### src/rtl/rf_arb_pkg.sv
// Shared types and constants for the register-file port arbiter.
// Holds the default widths, the arbitration state enum and the x0 index.
package rf_arb_pkg;

  localparam int DATA_W_DEF = 32;
  localparam int ADDR_W_DEF = 5;
  localparam int X0         = 0;

  typedef enum logic {
    IDLE,
    LOCKED
  } arb_state_e;

  // Next round-robin position after v, wrapping at n.
  function automatic int unsigned wrap_inc(int unsigned v, int unsigned n);
    return (v + 1 >= n) ? 0 : v + 1;
  endfunction

endpackage

### src/rtl/rr_arbiter.sv
// Combinational round-robin picker: first asserted request at or after ptr_i,
// wrapping, returned as a one-hot grant plus its encoded index.
module rr_arbiter #(
  parameter int NUM_REQ = 3,
  parameter int ID_W    = $clog2(NUM_REQ)
) (
  input  logic [NUM_REQ-1:0] req_i,
  input  logic [ID_W-1:0]    ptr_i,
  input  logic               en_i,
  output logic [NUM_REQ-1:0] grant_o,
  output logic [ID_W-1:0]    idx_o,
  output logic               any_o
);

  int cand;

  // NOTE: every output of a combinational block gets a default first, so no
  // path leaves it unassigned and no latch is inferred.
  always_comb begin
    grant_o = '0;
    idx_o   = '0;
    any_o   = 1'b0;
    cand    = 0;
    for (int k = 0; k < NUM_REQ; k++) begin
      cand = (int'(ptr_i) + k) % NUM_REQ;
      if (en_i && !any_o && req_i[cand]) begin
        grant_o[cand] = 1'b1;
        idx_o         = ID_W'(cand);
        any_o         = 1'b1;
      end
    end
  end

endmodule

### src/rtl/rf_port_arbiter.sv
// Round-robin arbiter sharing the register file write port and read port 1,
// with a per-requester lock for atomic read-modify-write sequences.
module rf_port_arbiter
  import rf_arb_pkg::*;
#(
  parameter int NUM_REQ = 3,
  parameter int DATA_W  = DATA_W_DEF,
  parameter int ADDR_W  = ADDR_W_DEF,
  parameter int ID_W    = $clog2(NUM_REQ)
) (
  input  logic                      clk,
  input  logic                      rst_n,
  input  logic [NUM_REQ-1:0]        req_valid,
  output logic [NUM_REQ-1:0]        req_ready,
  input  logic [NUM_REQ-1:0]        req_we,
  input  logic [NUM_REQ-1:0]        req_lock,
  input  logic [NUM_REQ*ADDR_W-1:0] req_addr,
  input  logic [NUM_REQ*DATA_W-1:0] req_wdata,
  output logic                      rsp_valid,
  output logic [ID_W-1:0]           rsp_id,
  output logic [DATA_W-1:0]         rsp_rdata,
  output logic [ADDR_W-1:0]         rf_write_reg,
  output logic                      rf_reg_write,
  output logic [DATA_W-1:0]         rf_write_data,
  output logic [ADDR_W-1:0]         rf_read_reg1,
  input  logic [DATA_W-1:0]         rf_read_data1
);

  arb_state_e          state_q, state_d;
  logic [ID_W-1:0]     ptr_q, ptr_d;
  logic [ID_W-1:0]     owner_q, owner_d;
  logic [ADDR_W-1:0]   rd_reg_q;
  logic                rsp_valid_q;
  logic                rsp_zero_q;
  logic [ID_W-1:0]     rsp_id_q;

  logic [NUM_REQ-1:0]  arb_req;
  logic [ID_W-1:0]     arb_ptr;
  logic [NUM_REQ-1:0]  grant;
  logic [ID_W-1:0]     gid;
  logic                fire;
  logic                rd_fire;
  logic                sel_we;
  logic                sel_lock;
  logic [ADDR_W-1:0]   sel_addr;
  logic [DATA_W-1:0]   sel_wdata;

  // While locked, only the owner may compete; starting the search at the
  // owner makes it the sole candidate.
  always_comb begin
    arb_req = req_valid;
    arb_ptr = ptr_q;
    if (state_q == LOCKED) begin
      arb_req = req_valid & (NUM_REQ'(1) << owner_q);
      arb_ptr = owner_q;
    end
  end

  rr_arbiter #(
    .NUM_REQ (NUM_REQ),
    .ID_W    (ID_W)
  ) u_rr (
    .req_i   (arb_req),
    .ptr_i   (arb_ptr),
    .en_i    (rst_n),
    .grant_o (grant),
    .idx_o   (gid),
    .any_o   (fire)
  );

  assign req_ready = grant;
  assign sel_we    = req_we[gid];
  assign sel_lock  = req_lock[gid];
  assign sel_addr  = req_addr[int'(gid)*ADDR_W +: ADDR_W];
  assign sel_wdata = req_wdata[int'(gid)*DATA_W +: DATA_W];
  assign rd_fire   = fire & ~sel_we;

  assign rf_reg_write  = fire & sel_we & (sel_addr != ADDR_W'(X0));
  assign rf_write_reg  = sel_addr;
  assign rf_write_data = sel_wdata;
  // Idle cycles keep the last read index to avoid toggling the read decoder.
  assign rf_read_reg1  = rd_fire ? sel_addr : rd_reg_q;

  assign rsp_valid = rsp_valid_q;
  assign rsp_id    = rsp_id_q;
  assign rsp_rdata = rsp_zero_q ? '0 : rf_read_data1;

  always_comb begin
    state_d = state_q;
    ptr_d   = ptr_q;
    owner_d = owner_q;
    if (fire) begin
      unique case (state_q)
        IDLE: begin
          ptr_d = ID_W'(wrap_inc(32'(gid), NUM_REQ));
          if (sel_lock) begin
            state_d = LOCKED;
            owner_d = gid;
          end
        end
        LOCKED: begin
          if (!sel_lock) begin
            state_d = IDLE;
            ptr_d   = ID_W'(wrap_inc(32'(owner_q), NUM_REQ));
          end
        end
        default: state_d = IDLE;
      endcase
    end
  end

  // NOTE: sequential state uses non-blocking assignments so every flop samples
  // pre-edge values regardless of block evaluation order.
  always_ff @(posedge clk or negedge rst_n) begin
    if (!rst_n) begin
      state_q <= IDLE;
      ptr_q   <= '0;
      owner_q <= '0;
    end else begin
      state_q <= state_d;
      ptr_q   <= ptr_d;
      owner_q <= owner_d;
    end
  end

  always_ff @(posedge clk or negedge rst_n) begin
    if (!rst_n) begin
      rsp_valid_q <= 1'b0;
      rsp_id_q    <= '0;
      rsp_zero_q  <= 1'b0;
      rd_reg_q    <= '0;
    end else begin
      rsp_valid_q <= rd_fire;
      rd_reg_q    <= rf_read_reg1;
      if (rd_fire) begin
        rsp_id_q   <= gid;
        rsp_zero_q <= (sel_addr == ADDR_W'(X0));
      end
    end
  end

endmodule

### config.mk
export PLATFORM = sky130hd
export DESIGN_NAME = rf_port_arbiter
export DESIGN_NICKNAME = d
export VERILOG_FILES = /design/src/rtl/rf_arb_pkg.sv /design/src/rtl/rr_arbiter.sv /design/src/rtl/rf_port_arbiter.sv
export SDC_FILE = /design/constraint.sdc
export NUM_CORES = 1
export LEC_CHECK = 0
export CAP_MARGIN = 10
export CORE_AREA = 2 2 92 94
export CTS_CLUSTER_SIZE = 40
export DETAILED_ROUTE_END_ITERATION = 8
export DIE_AREA = 0 0 94 96
export DONT_BUFFER_PORTS = 1
export HOLD_SLACK_MARGIN = 0.02
export SETUP_SLACK_MARGIN = 0.02
export SLEW_MARGIN = 40
export SYNTH_ARGS = -nofsm -noshare
export SYNTH_HDL_FRONTEND = slang
export SYNTH_SLANG_ARGS = --single-unit
### constraint.sdc
create_clock -name clk -period 4.2 [get_ports clk]
set_clock_uncertainty 0.15 [all_clocks]
set_input_delay 0.63 -clock clk [delete_from_list [all_inputs] [get_ports clk]]
set_output_delay 0.63 -clock clk [all_outputs]
set_load 0.02 [all_outputs]
==> impl_metrics.py <==
metrics = {
    "run_status": {
        "run_status": "finished clean",
    },
    "logic_synthesis": {
        "async_reset_ff_share_pct": 100,
        "synth.avg_cell_area_um2": 7.20,
        "netlist_area_um2": 2090,
        "yosys.cell_types.count": 46,
        "synth_common_cells": "nand2_1 (51), mux2i_1 (42), o21ai_0 (38), nor2b_1 (32), a21oi_1 (15)",
        "synth-main-ff-cell": "dfrtp_1",
        "synth_most_common_cell": "nand2_1",
        "yosysTopAreaCell": "mux2i_1",
        "synth.top_cell.area_share_pct": 20.1,
        "yosysWarnings": 0,
        "seq_area_frac_synth_pct": 16.8,
        "syn_nets": 448,
        "synth_area_leaders": "mux2i_1 (20%), dfrtp_1 (17%), nor2b_1 (9.6%)",
        "synth_edf_count": 0,
        "postSynthCellCount": 290,
        "ys_ff_latch": 14,
    },
    "global_route": {
        "grt_pass1_wl_mm": 12.4,
        "grt_max_degree": 36,
        "grt.total_usage_pct": 18.0,
        "antenna_found_initial": 1,
        "grt-ovfl-total": 0,
        "grt_pass1_vias": 2248,
    },
    "place": {
        "place_congestion": 0.963,
        "port_buffers": 0,
        "dp_hpwl_mm": 7.39,
        "place_area_um2": 2590,
        "pre_cts_ws_ns": 0.0652,
    },
    "clock_network": {
        "clock_latency_ns": 0.24,
        "cts_root_buffer": "clkbuf_8",
        "cts_sinks": 14,
        "clkTransAtPathRegs_ns": 0.06,
        "cts_tree": "done",
        "ctsHtreeMaxLevel": 1,
        "numCtsBuffers": 3,
        "clockBufferDepth": 2,
    },
    "die": {
        "fp.dieH_um": 96,
        "num_rows": 33,
        "die_width_um": 94,
        "start_util_pct": 25.9,
        "pin_count": 235,
        "dieArea_um2": 9020,
        "core_um2": 8050,
    },
    "setup_path": {
        "worstPathArrival_ns": 3.36,
        "crit_path_end_kind": "primary output",
        "r2r_end": "ptr_q[0]$_DFFE_PN0P_",
        "r2r_cells": 14,
        "path_max_fanout": 9,
        "r2r-start": "state_q$_DFFE_PN0N_",
        "crit_required_ns": 3.42,
        "crit_type": "reg2out",
        "r2r_slack_ns": 0.46,
        "startpoint_type": "flop",
    },
    "timing": {
        "setup_slack_ns": 0.0606,
        "drv_slew": 0,
        "finalHoldViolCount": 0,
        "rsz0062_at_grt": "yes",
        "holdWs_ns": 0.359,
        "min_period_over_period_pct": 98.6,
        "relSlewSlack_pct": 54.9,
        "setup_viol": 0,
        "fmax_ghz": 0.242,
        "worst_slew_pin_slew_ns": 0.674,
        "min_period_ns": 4.14,
    },
    "detailed_routing": {
        "first_iter_violations": 98,
        "dr_total_vias": 2398,
        "finalWirelength_mm": 8.82,
        "first_pass_iters": 4,
        "viasPerCell": 5.43,
        "antenna_left": 0,
        "drt_drc_violations_left": 0,
        "wl_per_cell_um": 20.0,
    },
    "layout": {
        "layout.nets": 496,
        "final_cell_area_um2": 2870,
        "antenna_cells": 0,
        "syn_to_final_growth_pct": 37.5,
        "final_util_pct": 35.6,
        "layout-drive-gt1-share_pct": 30.0,
    },
    "pwr": {
        "powerDensity_nw_per_um2": 1000,
        "vdd_ir_drop_max_uv": 400,
        "p_leak_nw": 1.16,
        "power.total_mw": 2.88,
    },
    "worst_hold_path": {
        "hold_path.class": "in2reg",
        "worstHoldStart": "req_we[2]",
        "hold_depth": 1,
        "hold_path_end": "rsp_id[1]$_DFFE_PN0P_",
    },
    "job": {
        "maxCapViolCount": 0,
    },
}
-- per-layer routing --
metal | global-route usage [%] | vias to the layer above | routed length [um]
met3 | 7.13 | 8 | 1030
li1 | - | 1121 | -
met5 | 0 | - | 13
met1 | 19.4 | 1106 | 3120
met4 | 4.35 | 2 | 97
met2 | 33.1 | 161 | 4550
-- cell families after synthesis --
| group | share of synthesized area, % |
|---|---|
| AOI/OAI and AO/OA | 25.5 |
| muxes | 23.9 |
| adders and majority gates | 2.40 |
| buffers and inverters | 6.36 |
| and+or+nand+nor | 25.1 |
| DFF | 16.8 |
-- what timing repair did --
| action | 4_1_cts | 5_1_grt |
|---|---|---|
| hold buffers | 1 | 0 |
| endpoints found under the hold margin | 14 | 0 |
| endpoints found under the setup margin | 8 | 28 |
| pin swaps | 9 | 7 |
| resized for setup | 11 | 21 |
| gates cloned | 0 | 0 |
| setup buffers | 9 | 1 |
-- final cells by class --
| cell class | instances | area, um^2 |
|---|---|---|
| Fill cell | 851 | 5180 |
| Sequential cell | 14 | 353 |
| Timing Repair Buffer | 64 | 528 |
| Multi-Input combinational cell | 244 | 1760 |
| Inverter | 11 | 43.8 |
| Tap cell | 105 | 131 |
| Clock buffer | 4 | 55.1 |
-- metrics by stage --
step,setup TNS [ns],instances
final,0,442
after global routing,-0.0970,442
after CTS,-0.0280,442
after detailed placement,0,428
after global placement,0,428
after floorplan,-0.0395,290
-- cells in the final DEF, fill, tap and decap left out, drive strengths merged, types with 2 or more instances in the layout --
cell,instances
a21oi,15
nor3,2
nor2,4
buf,63
inv,11
and3,2
nand3,2
dfrtp,14
o311a,2
nor2b,32
a211o,3
ha,4
o31ai,2
a31oi,5
nand2,51
mux2,7
o31a,2
nand2b,5
a211oi,3
mux2i,42
clkbuf,4
o21ai,43
-- flip-flops by register name (all words and copies together), names as in the netlist --
register / flops
rd_reg_q: 5
rsp_valid: 1
rsp_id: 2
owner_q: 2
rsp_zero_q: 1
ptr_q: 2
state_q: 1
-- worst max-delay path by stage --
stage,from,to,slack (ns),cells after the start
after floorplan,state_q$_DFFE_PN0N_,rf_reg_write,-0.04,14
after global routing,state_q$_DFFE_PN0N_,rf_reg_write,-0.1,12
after global placement,state_q$_DFFE_PN0N_,rf_read_reg1[1],0.14,10
after CTS,state_q$_DFFE_PN0N_,rf_reg_write,-0.03,13
after detailed placement,state_q$_DFFE_PN0N_,rf_read_reg1[1],0.07,10
final,state_q$_DFFE_PN0N_,rf_reg_write,0.06,12
-- critical path, stage by stage (launching register included) --
cell and delay (ns):
dfrtp_2 0.45, nand2_2 0.07, a21boi_4 0.18, inv_2 0.07
ha_4 0.17, mux2_4 0.31, a211oi_4 0.29, o211ai_1 0.22
o22a_2 0.35, a21oi_1 0.16, a31oi_1 0.08, or3_4 0.41
o311a_4 0.36
-- where the power goes --
| group | switching, mW | internal (mW) |
|---|---|---|
| Combinational | 1.42 | 1.04 |
| Clock | 0.0492 | 0.0830 |
| Sequential | 0.0809 | 0.199 |
(Power assumes the default switching activity.)
